===== src/rtl/mmio_pkg.sv =====
// Shared definitions for the memory-mapped UART transmitter: register
// offsets, STATUS bit positions, FSM state encoding and a divisor helper.
package mmio_pkg;

    // Register offsets relative to the peripheral base address.
    localparam logic [31:0] OFF_TXDATA  = 32'd0;
    localparam logic [31:0] OFF_STATUS  = 32'd4;
    localparam logic [31:0] OFF_DIVISOR = 32'd8;

    // STATUS register bit positions.
    localparam int ST_BUSY_BIT  = 0;
    localparam int ST_EMPTY_BIT = 1;
    localparam int ST_FULL_BIT  = 2;
    localparam int ST_OVF_BIT   = 3;

    // Transmit FSM states.
    typedef enum logic [1:0] {
        IDLE  = 2'd0,
        START = 2'd1,
        DATA  = 2'd2,
        STOP  = 2'd3
    } tx_state_t;

    // A zero bit period would never finish a bit, so it is stored as 1.
    function automatic logic [15:0] sanitize_div(input logic [15:0] d);
        return (d == 16'd0) ? 16'd1 : d;
    endfunction

endpackage


===== src/rtl/byte_fifo.sv =====
// Small byte FIFO with combinational head output. Pointers wrap naturally
// (DEPTH is a power of two); full/empty come from an occupancy count.
// A push while full is accepted only when a pop happens in the same cycle.
module byte_fifo #(
    parameter int DEPTH = 4
) (
    input  logic       clk,
    input  logic       reset,
    input  logic       push,
    input  logic       pop,
    input  logic [7:0] din,
    output logic [7:0] dout,
    output logic       full,
    output logic       empty
);

    localparam int AW = $clog2(DEPTH);
    localparam int CW = AW + 1;

    logic [7:0]    mem_r [DEPTH];
    logic [AW-1:0] wr_ptr_r;
    logic [AW-1:0] rd_ptr_r;
    logic [CW-1:0] count_r;
    logic          push_ok_s;
    logic          pop_ok_s;

    assign full      = (count_r == CW'(DEPTH));
    assign empty     = (count_r == CW'(0));
    assign pop_ok_s  = pop & ~empty;
    assign push_ok_s = push & (~full | pop_ok_s);
    assign dout      = mem_r[rd_ptr_r];

    // Storage array: written on every accepted push, no reset needed.
    always_ff @(posedge clk) begin
        if (push_ok_s) begin
            mem_r[wr_ptr_r] <= din;
        end
    end

    // Pointers and occupancy count.
    always_ff @(posedge clk or posedge reset) begin
        if (reset) begin
            wr_ptr_r <= AW'(0);
            rd_ptr_r <= AW'(0);
            count_r  <= CW'(0);
        end else begin
            if (push_ok_s) begin
                wr_ptr_r <= wr_ptr_r + AW'(1);
            end else begin
                wr_ptr_r <= wr_ptr_r;
            end
            if (pop_ok_s) begin
                rd_ptr_r <= rd_ptr_r + AW'(1);
            end else begin
                rd_ptr_r <= rd_ptr_r;
            end
            case ({push_ok_s, pop_ok_s})
                2'b10:   count_r <= count_r + CW'(1);
                2'b01:   count_r <= count_r - CW'(1);
                default: count_r <= count_r;
            endcase
        end
    end

endmodule


===== src/rtl/mmio_uart_tx.sv =====
// Memory-mapped 8N1 serial transmitter. CPU stores to TXDATA are queued in
// a byte FIFO and shifted out LSB first; STATUS and DIVISOR are readable.
module mmio_uart_tx
    import mmio_pkg::*;
#(
    parameter int          n         = 32,
    parameter int          DEPTH     = 4,
    parameter logic [31:0] BASE      = 32'h0000_0100,
    parameter int          DIV_RESET = 16
) (
    input  logic         clk,
    input  logic         reset,
    input  logic         memWrite,
    input  logic [n-1:0] dataAddr,
    input  logic [n-1:0] writeData,
    output logic [n-1:0] readData,
    output logic         txd,
    output logic         txBusy
);

    localparam logic [n-1:0] ADDR_TX  = n'(BASE + OFF_TXDATA);
    localparam logic [n-1:0] ADDR_ST  = n'(BASE + OFF_STATUS);
    localparam logic [n-1:0] ADDR_DIV = n'(BASE + OFF_DIVISOR);
    localparam logic [15:0]  DIV_RST_V = 16'(DIV_RESET);

    logic        sel_tx_s;
    logic        sel_st_s;
    logic        sel_div_s;
    logic [15:0] divisor_r;
    logic        overflow_r;

    logic [7:0]  fifo_dout_s;
    logic        full_s;
    logic        empty_s;
    logic        pop_s;
    logic        busy_s;

    tx_state_t   state_r;
    tx_state_t   state_next_s;
    logic [15:0] timer_r;
    logic [15:0] timer_next_s;
    logic [2:0]  bit_cnt_r;
    logic [2:0]  bit_cnt_next_s;
    logic [7:0]  shift_r;
    logic [7:0]  shift_next_s;
    logic [15:0] frame_div_r;
    logic [15:0] frame_div_next_s;
    logic        bit_done_s;
    logic        txd_r;
    logic        txd_next_s;
    logic        unused_wdata_s;

    assign sel_tx_s   = memWrite & (dataAddr == ADDR_TX);
    assign sel_st_s   = memWrite & (dataAddr == ADDR_ST);
    assign sel_div_s  = memWrite & (dataAddr == ADDR_DIV);
    assign busy_s     = (state_r != IDLE) | ~empty_s;
    assign bit_done_s = (timer_r == (frame_div_r - 16'd1));
    assign txd        = txd_r;
    assign txBusy     = busy_s;
    assign unused_wdata_s = ^writeData[n-1:16];

    byte_fifo #(
        .DEPTH (DEPTH)
    ) u_fifo (
        .clk   (clk),
        .reset (reset),
        .push  (sel_tx_s),
        .pop   (pop_s),
        .din   (writeData[7:0]),
        .dout  (fifo_dout_s),
        .full  (full_s),
        .empty (empty_s)
    );

    // Divisor register and sticky overflow flag.
    always_ff @(posedge clk or posedge reset) begin
        if (reset) begin
            divisor_r  <= DIV_RST_V;
            overflow_r <= 1'b0;
        end else begin
            if (sel_div_s) begin
                divisor_r <= sanitize_div(writeData[15:0]);
            end else begin
                divisor_r <= divisor_r;
            end
            if (sel_tx_s & full_s & ~pop_s) begin
                overflow_r <= 1'b1;
            end else if (sel_st_s & writeData[ST_OVF_BIT]) begin
                overflow_r <= 1'b0;
            end else begin
                overflow_r <= overflow_r;
            end
        end
    end

    // Combinational register readback; reads have no side effects.
    always_comb begin
        readData = '0;
        if (dataAddr == ADDR_ST) begin
            readData[ST_OVF_BIT]   = overflow_r;
            readData[ST_FULL_BIT]  = full_s;
            readData[ST_EMPTY_BIT] = empty_s;
            readData[ST_BUSY_BIT]  = busy_s;
        end else if (dataAddr == ADDR_DIV) begin
            readData[15:0] = divisor_r;
        end else begin
            readData = '0;
        end
    end

    // FSM state register together with the datapath it sequences.
    always_ff @(posedge clk or posedge reset) begin
        if (reset) begin
            state_r     <= IDLE;
            timer_r     <= 16'd0;
            bit_cnt_r   <= 3'd0;
            shift_r     <= 8'd0;
            frame_div_r <= DIV_RST_V;
            txd_r       <= 1'b1;
        end else begin
            state_r     <= state_next_s;
            timer_r     <= timer_next_s;
            bit_cnt_r   <= bit_cnt_next_s;
            shift_r     <= shift_next_s;
            frame_div_r <= frame_div_next_s;
            txd_r       <= txd_next_s;
        end
    end

    // Next-state logic: bit timer restarts on every state or bit change.
    always_comb begin
        state_next_s     = state_r;
        timer_next_s     = timer_r + 16'd1;
        bit_cnt_next_s   = bit_cnt_r;
        shift_next_s     = shift_r;
        frame_div_next_s = frame_div_r;
        case (state_r)
            IDLE: begin
                timer_next_s   = 16'd0;
                bit_cnt_next_s = 3'd0;
                if (!empty_s) begin
                    state_next_s     = START;
                    shift_next_s     = fifo_dout_s;
                    frame_div_next_s = divisor_r;
                end else begin
                    state_next_s = IDLE;
                end
            end
            START: begin
                if (bit_done_s) begin
                    state_next_s   = DATA;
                    timer_next_s   = 16'd0;
                    bit_cnt_next_s = 3'd0;
                end else begin
                    state_next_s = START;
                end
            end
            DATA: begin
                if (bit_done_s) begin
                    timer_next_s = 16'd0;
                    if (bit_cnt_r == 3'd7) begin
                        state_next_s = STOP;
                    end else begin
                        bit_cnt_next_s = bit_cnt_r + 3'd1;
                        shift_next_s   = {1'b0, shift_r[7:1]};
                    end
                end else begin
                    state_next_s = DATA;
                end
            end
            STOP: begin
                if (bit_done_s) begin
                    state_next_s = IDLE;
                    timer_next_s = 16'd0;
                end else begin
                    state_next_s = STOP;
                end
            end
            default: begin
                state_next_s = IDLE;
                timer_next_s = 16'd0;
            end
        endcase
    end

    // Output logic: FIFO pop strobe and the next serial line level.
    always_comb begin
        pop_s = (state_r == IDLE) & ~empty_s;
        case (state_next_s)
            START:   txd_next_s = 1'b0;
            DATA:    txd_next_s = shift_next_s[0];
            STOP:    txd_next_s = 1'b1;
            IDLE:    txd_next_s = 1'b1;
            default: txd_next_s = 1'b1;
        endcase
    end

endmodule


===== config.mk =====
export PLATFORM = sky130hd
export DESIGN_NAME = mmio_uart_tx
export DESIGN_NICKNAME = d
export VERILOG_FILES = /design/src/rtl/mmio_pkg.sv /design/src/rtl/byte_fifo.sv /design/src/rtl/mmio_uart_tx.sv
export SDC_FILE = /design/constraint.sdc
export NUM_CORES = 1
export LEC_CHECK = 0
export ABC_AREA = 1
export BUFFER_PORTS_ARGS = -buffer_cell sky130_fd_sc_hd__buf_4
export CAP_MARGIN = 20
export CORE_MARGIN = 2
export CORE_UTILIZATION = 45
export DETAILED_ROUTE_END_ITERATION = 8
export PLACE_DENSITY = 0.68
export SLEW_MARGIN = 0
export SYNTH_ARGS = -nofsm -noshare
export SYNTH_HDL_FRONTEND = slang
export SYNTH_SLANG_ARGS = --single-unit

===== constraint.sdc =====
create_clock -name clk -period 2.6 [get_ports clk]
set_input_delay 0.52 -clock clk [delete_from_list [all_inputs] [get_ports clk]]
set_output_delay 0.52 -clock clk [all_outputs]
set_load 0.05 [all_outputs]

==> metrics.md, run 1 <==
| Metric | Value |
|---|---|
| Run status | `finished, final reports clean` |
| Top post-synthesis cells by area | `dfrtp_1, edfxtp_1, nand2_1` |
| DP Cell Count | `908` |
| CTS tree | `done` |
| CP max-delay cell | `dfrtp_1` |
| CTS Buffer Depth | `2` |
| Setup CP Type | `reg2out` |
| Final HPWL DP | `9510 um` |
| Overall Global Routing Usage | `20.1%` |
| Peak supply drop | `~490 uV` |
| Internal power | `2.47 mW` |
| Pin count of the biggest net entering global routing | `30` |
| Filler Cells Inserted | `1,124` |
| Hold Fails Final Rpt | `0` |
| Max stage delay on crit path | `0.43 ns` |
| Most common cell after layout, fill and taps aside | `nand2_1` |
| CTS root buf | `clkbuf_16` |
| Power share of the sequential group | `51.6%` |
| Via count | `around 4.6k` |
| Fmax | `409 MHz` |
| DR vias/cell | `4.92` |
| GPL Wtd Cong | `around 0.90` |
| # DRC | `0` |
| Synth area leader | `dfrtp_1` |
| CP endpoint kind | `primary output` |
| CP Cell Sequence | `nor3_1 > inv_1 > nor2_1 > inv_1 > o21ai_1 > inv_1 > buf_4` |
| Primary FF master, synth | `dfrtp_1` |
| Routed WL per cell | `13.3 um` |
| Htree depth | `3` |
| IO Pins | `101` |
| Routed Antenna Nets | `0` |
| Worst R2R Path Depth | `15` |
| Critical path's top delay family | `buffers and inverters` |
| Row count | `40` |
| Mapped Cells | `667` |
| Die area | `between 0.01 and 0.015 mm2` |
| Data arrival, critical path | `about 1.9 ns` |
| Crit path depth | `7` |
| Post-Route WL | `12,400 um` |
| Initial Utilization | `46.4%` |
| Switching share of power | `22.9%` |
| HP Class | `in2async` |
| Die Height | `116 um` |
| Asr flop ratio synth | `68.6%` |
| Global-route wire length before repair | `21,000 um` |
| Synth-to-layout area growth | `20.7%` |
| Total grt overflow | `0` |
| Register bit total from synthesis | `102` |
| Crit-path max FO | `4` |
| Insertion delay to the later sink of the worst-skew pair | `0.35 ns` |
| Post-synth top area share | `29.8%` |
| Comb power frac | `5.0%` |
| Hold_ws | `0.256 ns` |
| Min Tclk post-route | `2.45 ns` |
| Cts bufs inserted | `9` |
| Area of the core | `0.0121 mm2` |
| Synth warn | `0` |
| Seq/Total Area, Yosys | `48.3%` |
| Clk network pwr share | `between 40% and 50%` |
| Skew final | `0.00732 ns` |
| Most frequent cells in the layout | `nand2_1, nor2_1, buf_4` |
| Hold_buf cts | `0` |
| Post-synth EDFFs | `32` |
| Buf/Inv on CP | `4` |
| Sw power | `0.732 mW` |
| CTS clk-pin slew, worst paths | `0.07 ns` |
| Measured slew at the worst slew-check pin | `roughly 0.64 ns` |
| Pwr Density | `between 400 and 500 mW/mm2` |
| Fin crit share | `94.1%` |
| Clock sink total | `102` |
| Number of global-route vias before repair | `approximately 4.5k` |
| Layout cell share with drive strength beyond 1 | `22.8%` |
| Setup Viol. Count Final | `0` |
| Antenna Cells | `0` |
| Most frequent CP cell | `inv_1` |
| Nets | `833` |
| Maxcap violations | `0` |
| Die X-Extent | `116 um` |
| DRT iter0 DRCs | `206` |
| Static Leakage | `~3.1 nW` |
| Port Buffers | `68` |
| Total power | `3.20 mW` |
| Relative slew slack | `57.3%` |
| Mapped Avg Cell Area | `8.43 um2` |
| Yosys cell types | `52` |
| Worst Path Required | `2.08 ns` |
| Max-slew violation count | `0` |
| Final Non-Filler Cells | `927` |
| Post-Syn Area | `~0.0056 mm2` |
| RSZ-0062 raised after global routing | `true` |
| Drt pass-1 iters | `4` |
| Critical Path Source Type | `flip-flop` |
| Antenna violations before repair | `0` |
[timing repair]
item | 4_1_cts | 5_1_grt
hold endpoints to repair | 0 | 0
gates resized for setup | 1 | 15
setup endpoints to repair | 1 | 6
gates cloned | 0 | 0
pin swaps | 0 | 2
buffers inserted | 0 | 3
[sequential cells by signal (all words and copies together), names as in the netlist]
register,flops
divisor_r,16
overflow_r,1
state_r,2
u_fifo.rd_ptr_r,2
u_fifo.mem_r,32
frame_div_r,16
timer_r,16
txd,1
bit_cnt_r,3
u_fifo.wr_ptr_r,2
u_fifo.count_r,3
shift_r,8
[power by group through the flow]
stage,Combinational [mW],Sequential [mW],Clock [mW]
after floorplan,0.0940,1.69,0
after global placement,0.158,1.69,0
after detailed placement,0.160,1.69,0
after CTS,0.160,1.65,1.41
after global routing,0.176,1.65,1.49
final,0.160,1.65,1.39
[final cells by class]
type	instances	area, um2	share of cell area (%)
Sequential cell	102	2720	40.0
Multi-Input combinational cell	466	2550	37.5
Timing Repair Buffer	91	696	10.2
Inverter	84	315	4.64
Clock buffer	9	225	3.32
Tap cell	168	210	3.10
Clock inverter	7	78.8	1.16
[cells in the mapped netlist, types with 3 or more instances]
master and count:
nand2_2 4, xnor2_1 9, o21ai_0 41, dfstp_2 3
nand3_1 25, nor3b_1 3, a21oi_1 17, nand3_2 3
nor4_1 10, nand2_1 130, nor2_2 12, o32ai_1 8
edfxtp_1 32, nor2_1 109, nand4_1 12, nor3_1 8
dfrtp_1 67, buf_4 17, mux2_2 3, clkbuf_1 10
inv_1 78, xor2_1 18, inv_2 4, ha_1 11
[worst paths after layout]
kind | to | slack (ns) | start
min | divisor_r[8] | 0.26 | reset
max reg2reg | txd | 0.19 | frame_div_r[0]
max in group asynchronous | divisor_r[4] | 1.61 | reset
max | readData[0] | 0.15 | u_fifo.count_r[0]
min in group clk | u_fifo.mem_r[3][2] | 0.40 | writeData[2]
min reg2reg | divisor_r[15] | 0.48 | divisor_r[15]
[routing by layer]
metal | global-route usage [%] | wire, um
met1 | 26.7 | 5700
met2 | 33.1 | 5770
met3 | 4.76 | 715
met4 | 5.87 | 182
met5 | 0 | 0
[cells by family (layout without fill, tap and decap cells)]
group	Yosys count	count (layout)	share of synthesized area, %
AND/OR/NAND/NOR	329	329	26.8
buffers and inverters	114	191	8.92
flip-flops	102	102	48.3
AO/OA/AOI/OAI	79	79	8.32
XOR/XNOR	27	27	4.20
adder cells (fa/ha/maj)	12	12	2.80
multiplexers	3	3	0.600
other	1	16	0.0667
[per-stage QoR]
step | instance area [um2] | utilization, % | setup WS (ns) | setup TNS [ns]
3_3_place_gp | 6400 | 52.9 | 0.0542 | 0
3_5_place_dp | 6400 | 52.9 | 0.0183 | 0
5_1_grt | 6790 | 56.1 | -0.0249 | -0.0249
2_1_floorplan | 5710 | - | -0.362 | -1.07
6_report | 6790 | 56.1 | 0.152 | 0
4_1_cts | 6710 | 55.4 | 0.0204 | 0
No activity file was read; power rests on OpenSTA's default activity.
==> run 2: changes to the inputs <==
- RECOVER_POWER: not set -> 100
==> run 2 against run 1 <==
Net effect: via count shrank 0.70%; critical path type is now in2out; sequential share of layout area grew 0.31 points; sequential cell count is the same; final cell count is the same; largest cell class unchanged; fmax grew 0.53%.
==> metrics.md, run 2 (synthesized netlist as in run 1, its figures left out) <==
| Metric | Value |
|---|---|
| Most common cell after layout, fill and taps aside | `nand2_1` |
| CP endpoint kind | `primary output` |
| Total power | `3.19 mW` |
| Synth-to-layout area growth | `19.8%` |
| CTS clk-pin slew, worst paths | `0.07 ns` |
| Routed WL per cell | `13.3 um` |
| Area of the multi-input gates | `0.00255 mm2` |
| Clock sink total | `about 100` |
| Setup Viol. Count Final | `0` |
| Measured slew at the worst slew-check pin | `1.08 ns` |
| Row count | `40` |
| RSZ-0062 raised after global routing | `true` |
| Via count | `4,532` |
| Number of global-route vias before repair | `4,498` |
| Global-route wire length before repair | `21,000 um` |
| Pin count of the biggest net entering global routing | `30` |
| Hold Fails Final Rpt | `0` |
| Die area | `0.0134 mm2` |
| Most frequent cells in the layout | `nand2_1, nor2_1, buf_4` |
| Data arrival, critical path | `1.91 ns` |
| Top reg by flops | `u_fifo.mem_r` |
| Storage cell area | `0.00272 mm2` |
| Antenna Cells | `0` |
| Post-Route WL | `12,300 um` |
| # DRC | `0` |
| DP Cell Count | `908` |
| Pwr Density | `474 mW/mm2` |
| CTS tree | `done` |
| Overall Global Routing Usage | `20.1%` |
| Max reg flops | `32` |
| Relative slew slack | `between 20 and 30%` |
| Nets | `833` |
| Total grt overflow | `0` |
| Min Tclk post-route | `2.43 ns` |
| Htree depth | `3` |
| Static Leakage | `a little over 3 nW` |
| HP Class | `in2reg` |
| Area of the core | `~0.012 mm2` |
| Filler Cells Inserted | `1,135` |
| Run status | `finished, final reports clean` |
| Crit-path max FO | `6` |
| GPL Wtd Cong | `0.901` |
| CTS Buffer Depth | `2` |
| Maxcap violations | `0` |
| Routed Antenna Nets | `0` |
| Worst Path Required | `about 2.1 ns` |
| IO Pins | `just over 100` |
| Fin crit share | `93.6%` |
| Max-slew violation count | `0` |
| Hold_buf cts | `0` |
| Final Non-Filler Cells | `~930` |
| Setup TNS | `0 ns` |
| Drt pass-1 iters | `5` |
| Die Height | `116 um` |
| Post-route core utilization | `about 56%` |
| Peak supply drop | `483 uV` |
| Critical Path Source Type | `input pin` |
| Layout cell share with drive strength beyond 1 | `a little over a fifth` |
| CTS root buf | `clkbuf_16` |
| Skew final | `0.00734 ns` |
| DRT iter0 DRCs | `around 230` |
| Cts bufs inserted | `9` |
| Initial Utilization | `around 46%` |
| Die X-Extent | `116 um` |
| Setup CP Type | `in2out` |
| Fmax | `411 MHz` |
| Antenna violations before repair | `0` |
| Port Buffers | `68` |
| DR vias/cell | `4.89` |
| Insertion delay to the later sink of the worst-skew pair | `0.35 ns` |
| Final HPWL DP | `between 9000 and 10,000 um` |
-- run 2: changes by cell type in the layout (fill, tap and decap cells not counted) --
cell / previous run / this run
clkbuf_1: 0 / 10
buf_12: 1 / 0
inv_1: 75 / 76
clkbuf_4: 0 / 1
inv_2: 7 / 6
buf_4: 90 / 79
clkbuf_2: 0 / 1
-- run 2: final cells by class --
type / count / share of cell area [%]
timing repair buffer: 91 / 9.54
inverter: 84 / 4.68
clock buffer: 9 / 3.34
clock inverter: 7 / 1.17
multi-input combinational: 466 / 37.8
sequential: 102 / 40.3
tap: 168 / 3.12
-- run 2: path summary, 6_finish.rpt --
check | start | endpoint | slack, ns | depth (start not counted)
setup / recovery | dataAddr[23] | readData[1] | 0.17 | 9
hold / removal | writeData[14] | divisor_r[14] | 0.41 | 3
setup reg to reg | frame_div_r[0] | txd | 0.19 | 15
hold reg to reg | divisor_r[15] | divisor_r[15] | 0.48 | 2
max in group asynchronous | reset | u_fifo.count_r[0] | 0.82 | 3
min in group asynchronous | reset | divisor_r[12] | 0.44 | 2
-- run 2: worst max-delay path, cell delays in order --
cell     delay (ns)
buf_4          0.10
nor2_1         0.09
nand2_1        0.07
nor4_2         0.31
inv_1          0.09
nor2_1         0.16
nand3_2        0.14
o21ai_1        0.19
buf_4          0.22
-- run 2: layer usage --
layer / vias to the layer above / GRT usage, % / part of all wire (%)
li1: 2309 / - / -
met4: 0 / 5.87 / 1.5
met1: 2096 / 26.7 / 46
met5: - / 0 / 0
met3: 13 / 4.76 / 6.0
met2: 114 / 33.1 / 47
-- run 2: timing repair --
action,4_1_cts,5_1_grt
hold endpoints to repair,0,0
endpoints found under the setup margin,1,6
resized for setup,1,15
pin swaps,0,2
buffers inserted,0,3
-- run 2: metrics by stage --
step	setup WS (ns)	hold slack (ns)	cell area, um2
final	0.165	0.412	6740
after global placement	0.0542	0.462	6400
after CTS	0.0204	0.278	6710
after floorplan	-0.362	0.449	5710
after global routing	-0.0249	0.412	6740
after detailed placement	0.0183	0.466	6400
-- run 2: power breakdown --
group	switching [mW]	internal [mW]	total [mW]
clock	0.627	0.760	1.39
combinational	0.103	0.0477	0.150
sequential	0.00000000269	1.65	1.65
==> run 3: changes to the inputs <==
- ABC_AREA: 1 -> not set
==> run 3 against run 2 <==
Net effect: the run now ends with negative setup slack left; combinational power rose by 7%; sequential power barely moved; hold slack got worse by 0.057 ns; critical endpoint is now txd; total power fell by 0.65%; final cell count fell by 13%.
==> metrics.md, run 3 <==
| Metric | Value |
|---|---|
| Most frequent cells in the layout | `buf_4, nand2_1, dfrtp_1` |
| Register-to-Register Setup Slack | `-0.67 ns` |
| Total grt overflow | `0` |
| DP Cell Count | `775` |
| Compound-Gate Fraction of Synth Area | `9.33%` |
| Via count | `4,382` |
| Mux contribution to synthesized area | `under 10%` |
| Synth Area in Simple Gates | `around a fifth` |
| Synth area leader | `dfrtp_1` |
| Critical R2R Launch | `frame_div_r[1]` |
| HP Class | `in2async` |
| Port Buffers | `68` |
| CTS tree | `done` |
| Critical Path Start | `frame_div_r[1]` |
| Peak supply drop | `around 270 uV` |
| Clock sink total | `102` |
| Asr flop ratio synth | `68.6%` |
| Synth warn | `0` |
| Violated checks | `negative setup slack` |
| CTS Buffer Depth | `2` |
| Post-route core utilization | `61.7%` |
| Final Non-Filler Cells | `802` |
| Fin crit share | `126%` |
| Final HPWL DP | `10,100 um` |
| Number of global-route vias before repair | `4,622` |
| Max-slew violation count | `0` |
| Skew final | `0.0118 ns` |
| Antenna Cells | `0` |
| Synthesized-area fraction occupied by adder cells | `2.88%` |
| Measured slew at the worst slew-check pin | `1.20 ns` |
| Area of the core | `~0.012 mm2` |
| Top reg by flops | `u_fifo.mem_r` |
| Mapped Cells | `approximately 500` |
| Register bit total from synthesis | `102` |
| Pre-CTS WS | `-0.690 ns` |
| Nets | `between 700 and 800` |
| Fmax | `306 MHz` |
| Maxcap violations | `0` |
| Final Cell Area | `0.00739 mm2` |
| Area of placed instances | `0.00667 mm2` |
| Most frequent cells after synthesis | `nand2_1, dfrtp_1, nor2_1, edfxtp_1, xnor2_1` |
| Hold_ws | `between 0.3 and 0.4 ns` |
| Hold Fails Final Rpt | `0` |
| Post-Synth XOR/XNOR Area | `between 6 and 7%` |
| Largest family of logic cells by synthesized area | `simple AND/OR/NAND/NOR gates` |
| Primary FF master, synth | `dfrtp_1` |
| Row count | `40` |
| Yosys cell types | `70` |
| Synth-to-layout area growth | `34.9%` |
| Reg-to-Reg End | `txd` |
| Die Height | `~110 um` |
| Critical Path Source Type | `flip-flop` |
| Final WS setup | `-0.671 ns` |
| Antenna violations before repair | `0` |
| Min Tclk post-route | `between 3 and 4 ns` |
| Initial Utilization | `45.8%` |
| Hold_buf cts | `0` |
| Htree depth | `3` |
| Top post-synthesis cells by area | `dfrtp_1, edfxtp_1, nand2_1` |
| Post-Syn Area | `0.00547 mm2` |
| Run status | `finished with violations` |
| Most common cell after layout, fill and taps aside | `buf_4` |
| CTS root buf | `clkbuf_16` |
| Die area | `0.0131 mm2` |
| CP endpoint kind | `flip-flop` |
| Routed Antenna Nets | `0` |
| Global-route wire length before repair | `22,600 um` |
| Setup CP Type | `reg2reg` |
| Crit-path max FO | `5` |
| DR vias/cell | `approximately 5.5` |
| # DRC | `0` |
| Post-synth EDFFs | `32` |
| Static Leakage | `3.29 nW` |
| Drt pass-1 iters | `4` |
| Die X-Extent | `around 110 um` |
| Cts bufs inserted | `9` |
| Setup Viol. Count Final | `48` |
| Layout cell share with drive strength beyond 1 | `37.9%` |
| Routed WL per cell | `17.2 um` |
| Overall Global Routing Usage | `between 20% and 30%` |
| RSZ-0062 raised after global routing | `true` |
| Insertion delay to the later sink of the worst-skew pair | `0.35 ns` |
| Worst setup endpoint | `txd` |
| Seq/Total Area, Yosys | `49.6%` |
| Post-Route WL | `13,800 um` |
| CTS clk-pin slew, worst paths | `0.08 ns` |
| Relative slew slack | `19.8%` |
| Pin count of the biggest net entering global routing | `49` |
| Worst R2R Path Depth | `12` |
| Pwr Density | `429 mW/mm2` |
| Mapped Avg Cell Area | `between 10 and 15 um2` |
| Max reg flops | `32` |
| IO Pins | `roughly 100` |
| Post-synth top area share | `30.6%` |
| GPL Wtd Cong | `0.879` |
| DRT iter0 DRCs | `178` |
| Worst Path Required | `2.86 ns` |
| Data arrival, critical path | `3.53 ns` |
| Most common cell in the netlist | `nand2_1` |
-- run 3: cell count changes in the layout (fill, tap and decap cells not counted), moves of 8 or more --
cell / previous run / this run
a21oi_1: 16 / 6
xnor2_1: 9 / 22
and2_4: 0 / 14
buf_8: 0 / 11
nand2_1: 130 / 69
nand3_1: 24 / 15
mux4_2: 0 / 8
buf_6: 0 / 13
nor2_1: 98 / 36
o21ai_0: 39 / 9
inv_1: 76 / 16
buf_4: 79 / 115
nor2_2: 22 / 0
mux2_2: 3 / 15
-- run 3: where the power goes --
| group | leakage [nW] | total (mW) | switching (mW) | internal [mW] |
|---|---|---|---|---|
| logic | 1.94 | 0.160 | 0.108 | 0.0523 |
| registers | 1.20 | 1.65 | 0.000000127 | 1.65 |
| clock network | 0.143 | 1.36 | 0.667 | 0.689 |
| total | 3.29 | 3.17 | 0.775 | 2.40 |
-- run 3: worst min path at each step --
stage,startpoint,end,slack (ns),cells past startpoint
after floorplan,divisor_r[4],frame_div_r[4],0.44,2
after global placement,divisor_r[4],frame_div_r[4],0.48,2
after detailed placement,divisor_r[4],frame_div_r[4],0.47,2
after CTS,reset,u_fifo.wr_ptr_r[0],0.21,2
after global routing,writeData[15],divisor_r[15],0.42,2
final,reset,u_fifo.wr_ptr_r[0],0.35,2
-- run 3: cell type report --
class / instances / area, um2
Fill cell: 907 / 4580
Multi-Input combinational cell: 361 / 2790
Sequential cell: 102 / 2720
Timing Repair Buffer: 158 / 1320
Clock buffer: 9 / 225
Tap cell: 147 / 184
Clock inverter: 7 / 83.8
Inverter: 18 / 67.6
-- run 3: through the flow --
step / total power [mW] / TNS (ns)
global placement: 1.84 / -11.28
detailed placement: 1.84 / -15.61
floorplan: 1.78 / -10.20
global route: 3.28 / -27.78
finish: 3.17 / -11.32
CTS: 3.21 / -6.93
-- run 3: kinds of logic (layout without fill, tap and decap cells) --
family | Yosys count | in the layout
adder cells (fa/ha/maj) | 12 | 12
buffers and inverters | 60 | 192
multiplexers | 24 | 24
other | 1 | 16
flip-flops | 102 | 102
AO/OA/AOI/OAI | 62 | 62
AND/OR/NAND/NOR | 205 | 205
XOR/XNOR | 42 | 42
-- run 3: timing repair --
action	CTS	global route
setup buffers	7	5
gates cloned	1	0
pin swaps	16	11
setup endpoints to repair	46	48
gates resized for setup	66	32
-- run 3: worst max-delay path, cell delays in order, from the launching register on --
cell      delay [ns]
dfrtp_1         0.39
inv_2           0.09
ha_4            0.13
or3b_1          0.35
or3_1           0.35
a222oi_1        0.40
nand2_1         0.15
a2111o_4        0.41
nor3_4          0.23
xor2_2          0.12
ha_1            0.32
o21bai_1        0.08
a41oi_1         0.17
-- run 3: routing by layer --
metal | up-vias | wire length, um | GRT usage [%]
li1 | 2055 | - | -
met3 | 22 | 529 | 2.96
met1 | 2169 | 5790 | 28.0
met2 | 136 | 7220 | 38.7
met4 | 0 | 254 | 8.94
met5 | - | 0 | 0
